==> src/rtl/feature_transfer_pkg.sv <==
// Shared definitions for the SPI feature-stream receiver: FSM encoding,
// default inactivity timeout and frame-length limit.
package feature_transfer_pkg;

    typedef enum logic [2:0] {
        IDLE,
        GET_LENGTH,
        GET_FEATURE,
        DONE,
        ERROR
    } rxState_t;

    localparam int DEFAULT_IDLE_TIMEOUT = 64;
    localparam int MAX_FEATURES         = 126;

    function automatic int bytesFor(input int bits);
        return (bits + 7) / 8;
    endfunction

endpackage

==> src/rtl/spi_byte_receiver.sv <==
// SPI mode-3 byte deserializer: synchronizes SCK/MOSI, shifts MSB first on SCK
// rising edges, and aborts partial bytes/frames after a period of SCK inactivity.
module spi_byte_receiver
    import feature_transfer_pkg::*;
#(
    parameter int IDLE_TIMEOUT = DEFAULT_IDLE_TIMEOUT
) (
    input  logic       systemClock,
    input  logic       reset,
    input  logic       spiSck,
    input  logic       spiMosi,
    input  logic       frameActive,
    output logic       byteValid,
    output logic [7:0] byteData,
    output logic       abort
);
    localparam int CW = $clog2(IDLE_TIMEOUT + 1);

    logic [1:0]    sckSync;
    logic [1:0]    mosiSync;
    logic          sckPrev;
    logic [2:0]    bitCnt;
    logic [CW-1:0] idleCnt;
    logic          sckEdge;
    logic          sckRise;
    logic          timeoutHit;

    assign sckEdge    = sckSync[1] ^ sckPrev;
    assign sckRise    = sckSync[1] & ~sckPrev;
    // Fires on the cycle the counter steps onto IDLE_TIMEOUT; saturation keeps it one-shot.
    assign timeoutHit = !sckEdge && (idleCnt == CW'(IDLE_TIMEOUT - 1));

    always_ff @(posedge systemClock or posedge reset) begin
        if (reset) begin
            sckSync   <= 2'b11;
            mosiSync  <= 2'b11;
            sckPrev   <= 1'b1;
            bitCnt    <= '0;
            idleCnt   <= '0;
            byteData  <= '0;
            byteValid <= 1'b0;
            abort     <= 1'b0;
        end else begin
            sckSync   <= {sckSync[0], spiSck};
            mosiSync  <= {mosiSync[0], spiMosi};
            sckPrev   <= sckSync[1];
            byteValid <= 1'b0;
            abort     <= 1'b0;

            if (sckEdge)
                idleCnt <= '0;
            else if (idleCnt != CW'(IDLE_TIMEOUT))
                idleCnt <= idleCnt + 1'b1;

            if (timeoutHit) begin
                bitCnt <= '0;
                abort  <= frameActive || (bitCnt != 3'd0);
            end else if (sckRise) begin
                byteData  <= {byteData[6:0], mosiSync[1]};
                bitCnt    <= bitCnt + 3'd1;
                byteValid <= (bitCnt == 3'd7);
            end
        end
    end

endmodule

==> src/rtl/feature_spi_receiver.sv <==
// Decodes a framed SPI stream (frameCount, length, then length features sent
// LSB byte first) into feature pulses plus frame status pulses.
module feature_spi_receiver
    import feature_transfer_pkg::*;
#(
    parameter int NUM_BITS_X   = 10,
    parameter int NUM_BITS_Y   = 9,
    parameter int IDLE_TIMEOUT = DEFAULT_IDLE_TIMEOUT
) (
    input  logic                                   systemClock,
    input  logic                                   reset,
    input  logic                                   spiSck,
    input  logic                                   spiMosi,
    output logic                                   featureValid,
    output logic [(NUM_BITS_X+NUM_BITS_Y)*2-1:0]   featureVector,
    output logic [6:0]                             featureIndex,
    output logic [7:0]                             frameCount,
    output logic [7:0]                             featureCount,
    output logic                                   frameDone,
    output logic                                   frameError,
    output logic                                   frameSkip
);
    localparam int FW = (NUM_BITS_X + NUM_BITS_Y) * 2;
    localparam int NB = bytesFor(FW);
    localparam int LW = (NB > 1) ? (NB - 1) * 8 : 8;

    rxState_t      state;
    logic [LW-1:0] lowBytes;
    logic [2:0]    byteIdx;
    logic          historyValid;
    logic          byteValid;
    logic [7:0]    byteData;
    logic          abort;

    spi_byte_receiver #(.IDLE_TIMEOUT(IDLE_TIMEOUT)) byteRx (
        .systemClock (systemClock),
        .reset       (reset),
        .spiSck      (spiSck),
        .spiMosi     (spiMosi),
        .frameActive (state != IDLE),
        .byteValid   (byteValid),
        .byteData    (byteData),
        .abort       (abort)
    );

    always_ff @(posedge systemClock or posedge reset) begin
        if (reset) begin
            state         <= IDLE;
            lowBytes      <= '0;
            byteIdx       <= '0;
            historyValid  <= 1'b0;
            featureValid  <= 1'b0;
            featureVector <= '0;
            featureIndex  <= '0;
            frameCount    <= '0;
            featureCount  <= '0;
            frameDone     <= 1'b0;
            frameError    <= 1'b0;
            frameSkip     <= 1'b0;
        end else begin
            featureValid <= 1'b0;
            frameDone    <= 1'b0;
            frameError   <= 1'b0;
            frameSkip    <= 1'b0;
            if (featureValid)
                featureIndex <= featureIndex + 7'd1;

            if (abort) begin
                state <= ERROR;
            end else begin
                case (state)
                    IDLE: if (byteValid) begin
                        frameSkip    <= historyValid && (byteData != frameCount + 8'd1);
                        frameCount   <= byteData;
                        historyValid <= 1'b1;
                        state        <= GET_LENGTH;
                    end
                    GET_LENGTH: if (byteValid) begin
                        featureCount <= byteData;
                        if (byteData > 8'(MAX_FEATURES)) begin
                            state <= ERROR;
                        end else if (byteData == 8'd0) begin
                            state <= DONE;
                        end else begin
                            featureIndex <= '0;
                            byteIdx      <= '0;
                            state        <= GET_FEATURE;
                        end
                    end
                    GET_FEATURE: if (byteValid) begin
                        if (byteIdx == 3'(NB - 1)) begin
                            // Final byte completes the word; padding above FW-1 falls off here.
                            featureVector <= (NB > 1) ? FW'({byteData, lowBytes}) : FW'(byteData);
                            featureValid  <= 1'b1;
                            byteIdx       <= '0;
                            if ({1'b0, featureIndex} == featureCount - 8'd1)
                                state <= DONE;
                        end else begin
                            lowBytes[int'(byteIdx)*8 +: 8] <= byteData;
                            byteIdx <= byteIdx + 3'd1;
                        end
                    end
                    DONE: begin
                        frameDone <= 1'b1;
                        state     <= IDLE;
                    end
                    ERROR: begin
                        frameError <= 1'b1;
                        state      <= IDLE;
                    end
                    default: state <= IDLE;
                endcase
            end
        end
    end

endmodule

==> config.mk <==
export PLATFORM = sky130hd
export DESIGN_NAME = feature_spi_receiver
export DESIGN_NICKNAME = d
export VERILOG_FILES = /design/src/rtl/feature_transfer_pkg.sv /design/src/rtl/spi_byte_receiver.sv /design/src/rtl/feature_spi_receiver.sv
export SDC_FILE = /design/constraint.sdc
export NUM_CORES = 1
export LEC_CHECK = 0
export ABC_AREA = 1
export BUFFER_PORTS_ARGS = -buffer_cell sky130_fd_sc_hd__buf_2
export CAP_MARGIN = 25
export CORE_MARGIN = 10
export CORE_UTILIZATION = 53
export CTS_BUF_LIST = sky130_fd_sc_hd__clkbuf_4 sky130_fd_sc_hd__clkbuf_8 sky130_fd_sc_hd__clkbuf_16
export CTS_CLUSTER_DIAMETER = 80
export CTS_CLUSTER_SIZE = 25
export DETAILED_ROUTE_END_ITERATION = 10
export GPL_TIMING_DRIVEN = 1
export PLACE_DENSITY_LB_ADDON = 0.2
export SYNTH_ARGS = -nofsm -noshare
export SYNTH_HDL_FRONTEND = slang
export SYNTH_SLANG_ARGS = --single-unit
==> constraint.sdc <==
create_clock -name systemClock -period 3.65 [get_ports systemClock]
set_input_delay 0.1825 -clock systemClock [delete_from_list [all_inputs] [get_ports systemClock]]
set_output_delay 0.1825 -clock systemClock [all_outputs]
set_load 0.005 [all_outputs]
==> out/metrics.cfg <==
[die]
io_pins=69
fp.coreArea_um2=10890
die_area_um2=15760
fp.dieH_um=125.5
dieWidth_um=125.5
num_rows=38
initial_core_util_pct=54.21

[cts]
clock_latency_ns=0.51
clkTransAtPathRegs_ns=0.06
numCtsBuffers=17
clock_path_buffers=2
root_buffer=clkbuf_8
htreeDepth=4
postCtsHoldBufs=3
cts_resized=0
cts_tree=yes
postCtsSetupBuffers=0
cts_sinks=129

[critical_path]
path_delay_family=simple AND/OR/NAND/NOR gates
critPathBufInv=2
slowest_stage=dfrtp_1
worstSetupPathType=flip-flop to flip-flop
crit_fanout=59
cp.required_ns=4.01
worstPathArrival_ns=2.85
path_cells=inv_1, ha_1, ha_1, nand2_1, nor2_4, inv_2, nand2_1, o21ai_0
reg2regPathDepth=8
crit_cells=8
cp-end-kind=flip-flop
start_kind=flip-flop
cpPeakStageDelay_ns=0.52

[timing]
slew_viol_final=0
tns_ns=0
finalCritPeriodShare_pct=68.08
timing.fmax_ghz=0.4024
setup-violations-final=0
finClkSkew_ns=0.01101
rsz0062_at_grt=no
period_minus_slack_ns=2.485
tightest_slew_ns=0.7983
hold_slack_ns=0.3068
max_slew_margin_pct=46.78
report.final.hold_viol_count=0

[grt]
grt_pass1_wl_um=22890
grt_max_degree=68
grt_pass1_vias=4654
antenna_found_initial=0
grt_usage_pct=17.35
globalRouteOverflowTotal=0

[detailed_routing]
dr_total_vias=4683
first_iter_violations=346
drc=0
via_per_inst=5.163
ant_nets=0
drt-pass1-iter-count=5
routedWlPerCell_um=14.73
wl_um=13360

[finish]
final_nets=771
drive_above_1_share_pct=17.21
multiInputGateArea_um2=2230
areaGrowthSynthToFinish_pct=17.09
regArea_um2=3234
fill_cells=944
antenna_cells=0

[synthesis]
synth_fp_nets=702
postSynthCellCount=685
synthTopCellsByArea=dfrtp_1, nand2_1, o21ai_0
synth_cell_types=37
synth_most_common_cell=nand2_1
synth_area_um2=5902
yosys-top-cells-count=nand2_1, dfrtp_1, inv_1, o21ai_0, nor2_1
synth_ff_type=dfrtp_1
syn_avg_cell_area_um2=8.616
synth_edf_count=0
ys_warn_count=0
ys_ff_latch=129
async_flop_share_pct=100.0
ys_seq_area_share_pct=54.80
synth_top_area_share_pct=52.58
yosys.area.top_type=dfrtp_1

[power_and_ir_drop]
peakVddDrop_mv=0.3309
powerDensity_nw_per_um2=522.7
power.static_leakage_nw=3.645

[run]
maxCapViolations=0

[min_path]
hold_depth=2
hp-class=input pin to flip-flop

[outcome]
status=finished clean

[placement]
place_congestion=0.8609
port_buffers=68
hpwl_um=9426

metrics by stage:
stage | instances | worst slack [ns] | util, % | cell area, um2 | power [mW]
after global routing | 907 | 0.9506 | 63.47 | 6910 | 3.766
after detailed placement | 872 | 1.212 | 58.04 | 6320 | 2.051
after floorplan | 685 | 0.03478 | - | 5902 | 1.904
final | 907 | 1.165 | 63.47 | 6910 | 3.612
after CTS | 907 | 1.201 | 63.47 | 6910 | 3.631
after global placement | 872 | 1.358 | 58.04 | 6320 | 2.033
layer usage:
layer,share of wire (%),vias to the layer above,global-route usage (%)
li1,-,2309,-
met1,46,2236,22.25
met2,48,122,27.69
met3,5.0,16,4.647
met4,1.5,0,5.962
met5,0,-,0
kinds of logic (layout without fill, tap and decap cells):
| group | count (synthesis) | after routing | share of synthesized area, % |
|---|---|---|---|
| buffers and inverters | 106 | 188 | 7.420 |
| DFF | 129 | 129 | 54.80 |
| and+or+nand+nor | 325 | 325 | 24.19 |
| AOI/OAI and AO/OA | 103 | 103 | 9.498 |
| adders and majority gates | 13 | 13 | 2.756 |
| xor gates and xnor gates | 9 | 9 | 1.335 |
worst paths after layout:
path,slack [ns],end,from
setup / recovery,1.16,featureVector[21],byteIdx[0]
hold / removal,0.31,byteRx.sckSync[0],spiSck
setup reg to reg,1.16,featureVector[21],byteIdx[0]
hold reg to reg,0.35,byteRx.sckSync[1],byteRx.sckSync[0]
max in group asynchronous,2.47,featureIndex[3],reset
min in group asynchronous,0.36,frameCount[4],reset
worst register-to-register path, stage by stage (launching register included):
cell and delay (ns):
dfrtp_1 0.52, inv_1 0.18, ha_1 0.19, ha_1 0.18, nand2_1 0.11, nor2_4 0.41, inv_2 0.44, nand2_1 0.21
o21ai_0 0.09
registers in the layout, summed over array words and instances (netlist names), 2 cells and up:
name	count
featureVector	38
lowBytes	32
byteRx.byteData	8
featureCount	8
frameCount	8
byteRx.idleCnt	7
featureIndex	7
byteIdx	3
byteRx.bitCnt	3
state	3
byteRx.mosiSync	2
byteRx.sckSync	2
cell usage in the layout, fill, tap and decap left out, drive strengths merged:
cell	n
dfstp	5
inv	84
nand2	215
nor3b	1
nand3	30
bufinv	1
clkbuf	23
nand3b	3
clkinvlp	2
dfrtp	124
nor2	52
o21ai	82
o21bai	1
clkinv	6
a22oi	1
dlygate4sd3	3
xor2	5
nand4	10
xnor2	4
nor3	9
or2	3
buf	69
o211a	1
a21oi	15
nor4	2
ha	13
a21boi	1
a31oi	2
report_power, final:
part | internal (mW) | total [mW] | leakage, nW | switching [mW]
clock network | 0.976 | 1.58 | 0.278 | 0.600
registers | 1.51 | 1.63 | 1.77 | 0.121
logic | 0.153 | 0.408 | 1.60 | 0.255
cell type report:
type | instances | share of cell area, %
inverter | 84 | 4.635
clock buffer | 23 | 6.917
multi-input combinational | 450 | 32.27
tap | 140 | 2.535
timing repair buffer | 72 | 5.649
sequential | 129 | 46.80
clock inverter | 9 | 1.195
No activity file was read; power rests on OpenSTA's default activity.
